--- config.mk ---
export PLATFORM = sky130hd
export DESIGN_NAME = lsu
export DESIGN_NICKNAME = d
export VERILOG_FILES = /design/src/rtl/lsu.sv
export SDC_FILE = /design/constraint.sdc
export NUM_CORES = 1
export LEC_CHECK = 0
export BUFFER_PORTS_ARGS = -buffer_cell sky130_fd_sc_hd__buf_2
export CAP_MARGIN = 0
export CELL_PAD_IN_SITES_DETAIL_PLACEMENT = 1
export CELL_PAD_IN_SITES_GLOBAL_PLACEMENT = 2
export CORE_MARGIN = 3
export CORE_UTILIZATION = 32
export CTS_BUF_LIST = sky130_fd_sc_hd__clkbuf_4
export CTS_CLUSTER_DIAMETER = 60
export DETAILED_ROUTE_END_ITERATION = 8
export PLACE_DENSITY_LB_ADDON = 0.1
export SLEW_MARGIN = 30
export SYNTH_ARGS = -nofsm -noshare
export SYNTH_HDL_FRONTEND = slang
export SYNTH_SLANG_ARGS = --single-unit
--- constraint.sdc ---
create_clock -name clk -period 3.85 [get_ports clk]
set_input_delay 0.385 -clock clk [delete_from_list [all_inputs] [get_ports clk]]
set_output_delay 0.385 -clock clk [all_outputs]
set_load 0.1 [all_outputs]
--- src/rtl/lsu.sv ---
// Load/store unit: one word-wide bus transaction per memory instruction,
// with lane placement, load extension, misalign detection and a bus watchdog.
module lsu #(
    parameter int unsigned TIMEOUT = 16
) (
    input  logic        clk,
    input  logic        reset,
    input  logic        MemRead,
    input  logic        MemWrite,
    input  logic [1:0]  AccessMode,
    input  logic        LoadUnsigned,
    input  logic [31:0] Addr,
    input  logic [31:0] WriteData,
    output logic [31:0] ReadData,
    output logic        Stall,
    output logic        Fault,
    output logic        bus_req,
    output logic        bus_we,
    output logic [31:0] bus_addr,
    output logic [3:0]  bus_wstrb,
    output logic [31:0] bus_wdata,
    input  logic [31:0] bus_rdata,
    input  logic        bus_ack
);

    typedef enum logic [1:0] {IDLE, REQ, DONE} state_t;

    state_t      state, state_n;
    logic [31:0] cnt;
    logic [1:0]  off_q;
    logic [1:0]  mode_q;
    logic        uns_q;
    logic        tofault;

    logic        req, ok, start, bad, tmo;
    logic [3:0]  strb;
    logic [31:0] wdata;
    logic [31:0] sh;
    logic [31:0] ext;

    assign req = MemRead | MemWrite;

    always_comb begin
        ok = 1'b0;
        unique case (AccessMode)
            2'b00:   ok = 1'b1;
            2'b01:   ok = ~Addr[0];
            2'b10:   ok = (Addr[1:0] == 2'b00);
            default: ok = 1'b0;
        endcase
    end

    assign start = req & ok;
    assign bad   = req & ~ok;

    always_comb begin
        strb  = 4'b1111;
        wdata = WriteData;
        unique case (AccessMode)
            2'b00: begin
                strb  = 4'b0001 << Addr[1:0];
                wdata = {4{WriteData[7:0]}};
            end
            2'b01: begin
                strb  = 4'b0011 << Addr[1:0];
                wdata = {2{WriteData[15:0]}};
            end
            default: begin
                strb  = 4'b1111;
                wdata = WriteData;
            end
        endcase
        if (!MemWrite)
            strb = 4'b0000;
    end

    // Lane shift first, then width select and extension.
    assign sh = bus_rdata >> {off_q, 3'b000};

    always_comb begin
        ext = sh;
        unique case (mode_q)
            2'b00:   ext = {{24{sh[7] & ~uns_q}}, sh[7:0]};
            2'b01:   ext = {{16{sh[15] & ~uns_q}}, sh[15:0]};
            default: ext = sh;
        endcase
    end

    assign tmo = (TIMEOUT != 0) && (cnt == TIMEOUT - 1) && !bus_ack;

    always_comb begin
        state_n = state;
        unique case (1'b1)
            state == IDLE: if (start) state_n = REQ;
            state == REQ:  if (bus_ack || tmo) state_n = DONE;
            state == DONE: state_n = IDLE;
            default:       state_n = IDLE;
        endcase
    end

    always_ff @(posedge clk) begin
        if (reset) begin
            state     <= IDLE;
            cnt       <= '0;
            off_q     <= '0;
            mode_q    <= '0;
            uns_q     <= 1'b0;
            tofault   <= 1'b0;
            bus_we    <= 1'b0;
            bus_addr  <= '0;
            bus_wstrb <= '0;
            bus_wdata <= '0;
            ReadData  <= '0;
        end else begin
            state <= state_n;
            unique case (state)
                IDLE: begin
                    tofault <= 1'b0;
                    if (start) begin
                        cnt       <= '0;
                        off_q     <= Addr[1:0];
                        mode_q    <= AccessMode;
                        uns_q     <= LoadUnsigned;
                        bus_we    <= MemWrite;
                        bus_addr  <= {Addr[31:2], 2'b00};
                        bus_wstrb <= strb;
                        bus_wdata <= wdata;
                    end
                end
                REQ: begin
                    if (bus_ack) begin
                        if (!bus_we)
                            ReadData <= ext;
                    end else if (tmo) begin
                        ReadData <= '0;
                        tofault  <= 1'b1;
                    end else begin
                        cnt <= cnt + 32'd1;
                    end
                end
                default: tofault <= 1'b0;
            endcase
        end
    end

    assign bus_req = (state == REQ);
    assign Stall   = ((state == IDLE) & start) | (state == REQ);
    assign Fault   = ((state == IDLE) & bad) | ((state == DONE) & tofault);

endmodule

# Word level (Yosys, flattened, before mapping)

Index checks and enable logic that the tools add are counted.

Bits in registers: 139
Bits of input ports: 104
Output and inout port bits: 104
Word-level logic and storage cells: 71

Add/sub/neg operators: 1
Equality and inequality tests: 11
Shift operators: 3
Muxes and demuxes: 15
Bitwise logic cells: 15
Reductions and logical operators: 15

Operators by type and width:

| cell                  | count |
|---|---|
| $mux 32               | 6 |
| $pmux 32 s2           | 3 |
| $add 32x1->32 const B | 1 |
| $eq 32x4->1 const B   | 1 |
| $shr 32x5->32         | 1 |
| $logic_not 2->1       | 4 |
| $ne 2x2->1 const B    | 4 |
| $pmux 4 s2            | 1 |
| $and 1x1->1           | 7 |
| $eq 2x1->1 const B    | 3 |
| $reduce_and 2->1      | 3 |
| $not 1->1             | 5 |
| $eq 2x2->1 const B    | 2 |
| $mux 2                | 2 |
| $mux 4                | 1 |
| $pmux 2 s2            | 1 |
| $reduce_and 4->1      | 1 |
| $reduce_bool 2->1     | 2 |
| $shl 1x2->4 const A   | 1 |
| $shl 2x2->4 const A   | 1 |
| $or 1x1->1            | 3 |
| $pmux 1 s3            | 1 |
| $reduce_and 3->1      | 1 |
| $ne 2x1->1 const B    | 1 |
| other kinds (4)       | 4 |

# Longest topological paths before layout

Depth after elaboration: 6
Depth in mapped cells: 8

# Least setup slack after synthesis

OpenSTA, ideal clock, no wires.

Path kind: in2out
From: in Addr[1]
To: out Stall
Data arrival time: 2,014 ps
Slack: 1,451 ps
Stages: 5
Buffers on the path: 2
Cell sequence: nor3_1 o221ai_2 buf_2 buf_2 nand2_1

Cells in the longest elaborated chain, start to end: 5

Ends and longest elaborated chain:

| element         | line | text |
|---|---|---|
| from (decl)     | 12   | `input logic [31:0] Addr,` |
| $logic_not 2->1 | 48   | `2'b10: ok = (Addr[1:0] == 2'b00);` |
| $pmux 1 s3      | 45   | `unique case (AccessMode)` |
| $and 1x1->1     | 53   | `assign start = req & ok;` |
| $and 1x1->1     | 147  | `assign Stall = ((state == IDLE) & start) \| (state == REQ);` |
| $or 1x1->1      | 147  |  |
| to (decl)       | 15   | `output logic Stall,` |

Every way passes these cells.

# Final worst setup path

From: in AccessMode[0]
To: out Stall

Cells in the longest elaborated chain, start to end: 5

Ends and longest elaborated chain:

| element                                  | line | text |
|---|---|---|
| from (decl)                              | 10   | `input logic [1:0] AccessMode,` |
| $eq 2x2->1, or another cell as far along | 45   |  |
| $pmux 1 s3 *                             | 45   |  |
| $and 1x1->1 *                            | 53   |  |
| $and 1x1->1 *                            | 147  |  |
| $or 1x1->1 *                             | 147  |  |

Mark *: on every way between the ends. The rest lies on a longest branch, timed or not.

==> impl_metrics.ini <==
[clock_network]
cts_tree = yes
worstSkewPairLatency_ps = 580
cts.path.max_buffers = 2
cts_sinks = 139
cts_setup_buffers = 0
cts-root-buf = clkbuf_4
h-tree-depth = 4
path_clk_slew_ps = 160
numCtsBuffers = 17
cts_resized = 0

[sta]
fmax_ghz = 0.374
worst_slack_ps = 1180
worst_slew_pin_slew_ps = 731
hold_violations = 0
hold_slack_ps = 65.1
setup-violations-final = 0
drv_slew = 0
period_minus_slack_ps = 2670
fin_skew_ps = 37.9
timing.final.crit_share = 0.694
rsz0062_at_grt = no
fin_tns_setup_ps = 0
maxSlewHeadroom = 0.512

[synthesis]
synth_top_area_cell = dfxtp_1
synth_edf_count = 0
synthTopCellsByCount = nand2_1 (185), dfxtp_1 (139), a21oi_1 (102), mux2i_1 (46), o21ai_0 (37)
async_flop_share = 0
synthCells = 817
yosys_warnings = 0
synth_area_sq_um = 6600
synthTopCellsByArea = dfxtp_1 (42%), nand2_1 (11%), a21oi_1 (7.7%)
ys_types = 53
synth_top_area_frac = 0.421
synth_seq_cells = 139
synth_ff_type = dfxtp_1
yosysSeqAreaShare = 0.421
avgSynthCellArea_sq_um = 8.08
yosysMostFrequentCell = nand2_1

[floorplan]
rows = 51
die_h_microns = 150
dieWidth_microns = 150
ios = 208
start_util = 0.333
coreArea_sq_um = 19800
dieArea_sq_um = 22400

[global_routing]
track_usage = 0.197
grt_max_degree = 63
grt_pass1_vias = 6515
grt_pass1_wl_microns = 35400
overflow = 0
antenna_found_initial = 3

[placement]
port_buffers = 205
dp_slack_ps = 1080
place_hpwl_microns = 15600
gp_congestion = 0.760

[power]
p_seq_frac = 0.437
pwr_density_cell_nw_per_um2 = 427
power.internal_mw = 2.02
vdd_ir_drop_max_mv = 0.225
p_clk_frac = 0.261
swShare = 0.433
p_comb_frac = 0.302
switching_power_mw = 1.54
cellLeakagePower_nw = 3.40

[drt]
wl_microns = 22600
ant_nets = 0
vias_per_cell = 5.10
wl_per_cell_microns = 17.4
drc = 0
dr.pass1.iters = 4
drt_iter0_drc = 297
via_count = 6615

[critical_path]
reg2reg_slack_ps = 1290
worstPathArrival_ps = 2290
rr_endpoint = cnt[1]
critical_path_class = input pin to output pin
path_max_fanout = 22
crit_start = AccessMode[0]
critical_path.endpoint_type = output pin
r2r_cells = 7
crit_required_ps = 3460
endpoint = Stall
reg2reg_from = cnt[0]
startpoint_type = input pin

[job]
max_cap_viol_count = 0

[finish]
drive_gt1_frac = 0.262
n_antenna_cell = 0
syn2layout_area_growth_pct = 26.3
fillCellCount = 2456
final_nets = 1123

[min_path]
hold_path.class = input pin to flop

[outcome]
status = completed
[layout by cell type, fill, tap and decap left out, drive strengths merged, types with 3 or more instances in the layout]
cell type	count
nor4	8
or3	14
nand2	185
and3	3
clkbuf	17
a22o	16
o21ai	42
nor2	37
a211oi	26
nand4	14
buf	215
nor3	9
o2111ai	3
clkinv	5
dlygate4sd3	29
mux2	3
a21oi	103
dfxtp	139
a311oi	8
o2bb2ai	8
nor2b	10
nand3	26
o31ai	6
or2	5
or4	5
inv	21
mux2i	46
a2111o	6
[cell families (layout without fill, tap and decap cells)]
family          Yosys count  in the layout  synth area share
other cells               1              2          0.000568
simple gates            321            321             0.221
fa+ha+maj                 1              1           0.00189
flops                   139            139             0.421
mux                      50             50            0.0800
compound gates          228            228             0.221
xor+xnor                  1              1           0.00133
buf+inv                  76            289            0.0525
[critical path: stages]
cell,delay (ps)
buf_2,250
nor3_1,580
o221ai_4,350
nand2_1,240
buf_2,460
[per-stage QoR]
step / cells / area (sq um) / total power, mW / util
2_1_floorplan: 818 / 6610 / 2.41 / -
3_3_place_gp: 1235 / 7790 / 2.65 / 0.392
3_5_place_dp: 1235 / 7790 / 2.65 / 0.392
4_1_cts: 1296 / 8340 / 3.61 / 0.420
5_1_grt: 1296 / 8340 / 3.75 / 0.420
6_report: 1296 / 8340 / 3.57 / 0.420
[worst min-delay path by stage]
stage | start | endpoint | slack (ps) | depth (start not counted)
floorplan | tofault | tofault | 430 | 2
global placement | bus_wstrb[0] | bus_wstrb[0] | 430 | 2
detailed placement | bus_wstrb[0] | bus_wstrb[0] | 430 | 2
CTS | Addr[8] | bus_addr[8] | 9 | 3
global route | Addr[11] | bus_addr[11] | 20 | 3
finish | WriteData[3] | bus_wdata[3] | 70 | 3
[registers in the layout, summed over array words and instances (netlist names)]
name and flops:
bus_wdata 32, cnt 32, tofault 1, ReadData 32, bus_wstrb 4, mode_q 2
off_q 2, bus_addr 30, bus_we 1, state 2, uns_q 1
[layer usage]
layer,up-vias,GRT usage,share of wire
met5,-,0,0.0018
met4,6,0.0421,0.0088
met3,22,0.0736,0.073
met2,150,0.313,0.45
met1,3121,0.257,0.46
li1,3316,-,-
[cell type report]
| cell class | instances | area (sq um) | share of cell area |
|---|---|---|---|
| multi-input combinational | 603 | 3510 | 0.421 |
| sequential | 139 | 2780 | 0.334 |
| timing repair buffer | 244 | 1410 | 0.169 |
| tap | 265 | 332 | 0.0397 |
| clock inverter | 15 | 133 | 0.0159 |
| clock buffer | 17 | 128 | 0.0153 |
| inverter | 13 | 48.8 | 0.00585 |
[power by group through the flow]
| stage | sequential (mW) | combinational [mW] | clock, mW |
|---|---|---|---|
| floorplan | 2.08 | 0.335 | 0 |
| global placement | 1.59 | 1.06 | 0 |
| detailed placement | 1.59 | 1.06 | 0 |
| CTS | 1.56 | 1.09 | 0.969 |
| global route | 1.57 | 1.14 | 1.03 |
| finish | 1.56 | 1.08 | 0.930 |
[repair_timing]
item                                   CTS  global route
endpoints found under the hold margin   29             0
setup endpoints to repair                0             0
hold buffers                            29             0
(Power assumes the default switching activity.)
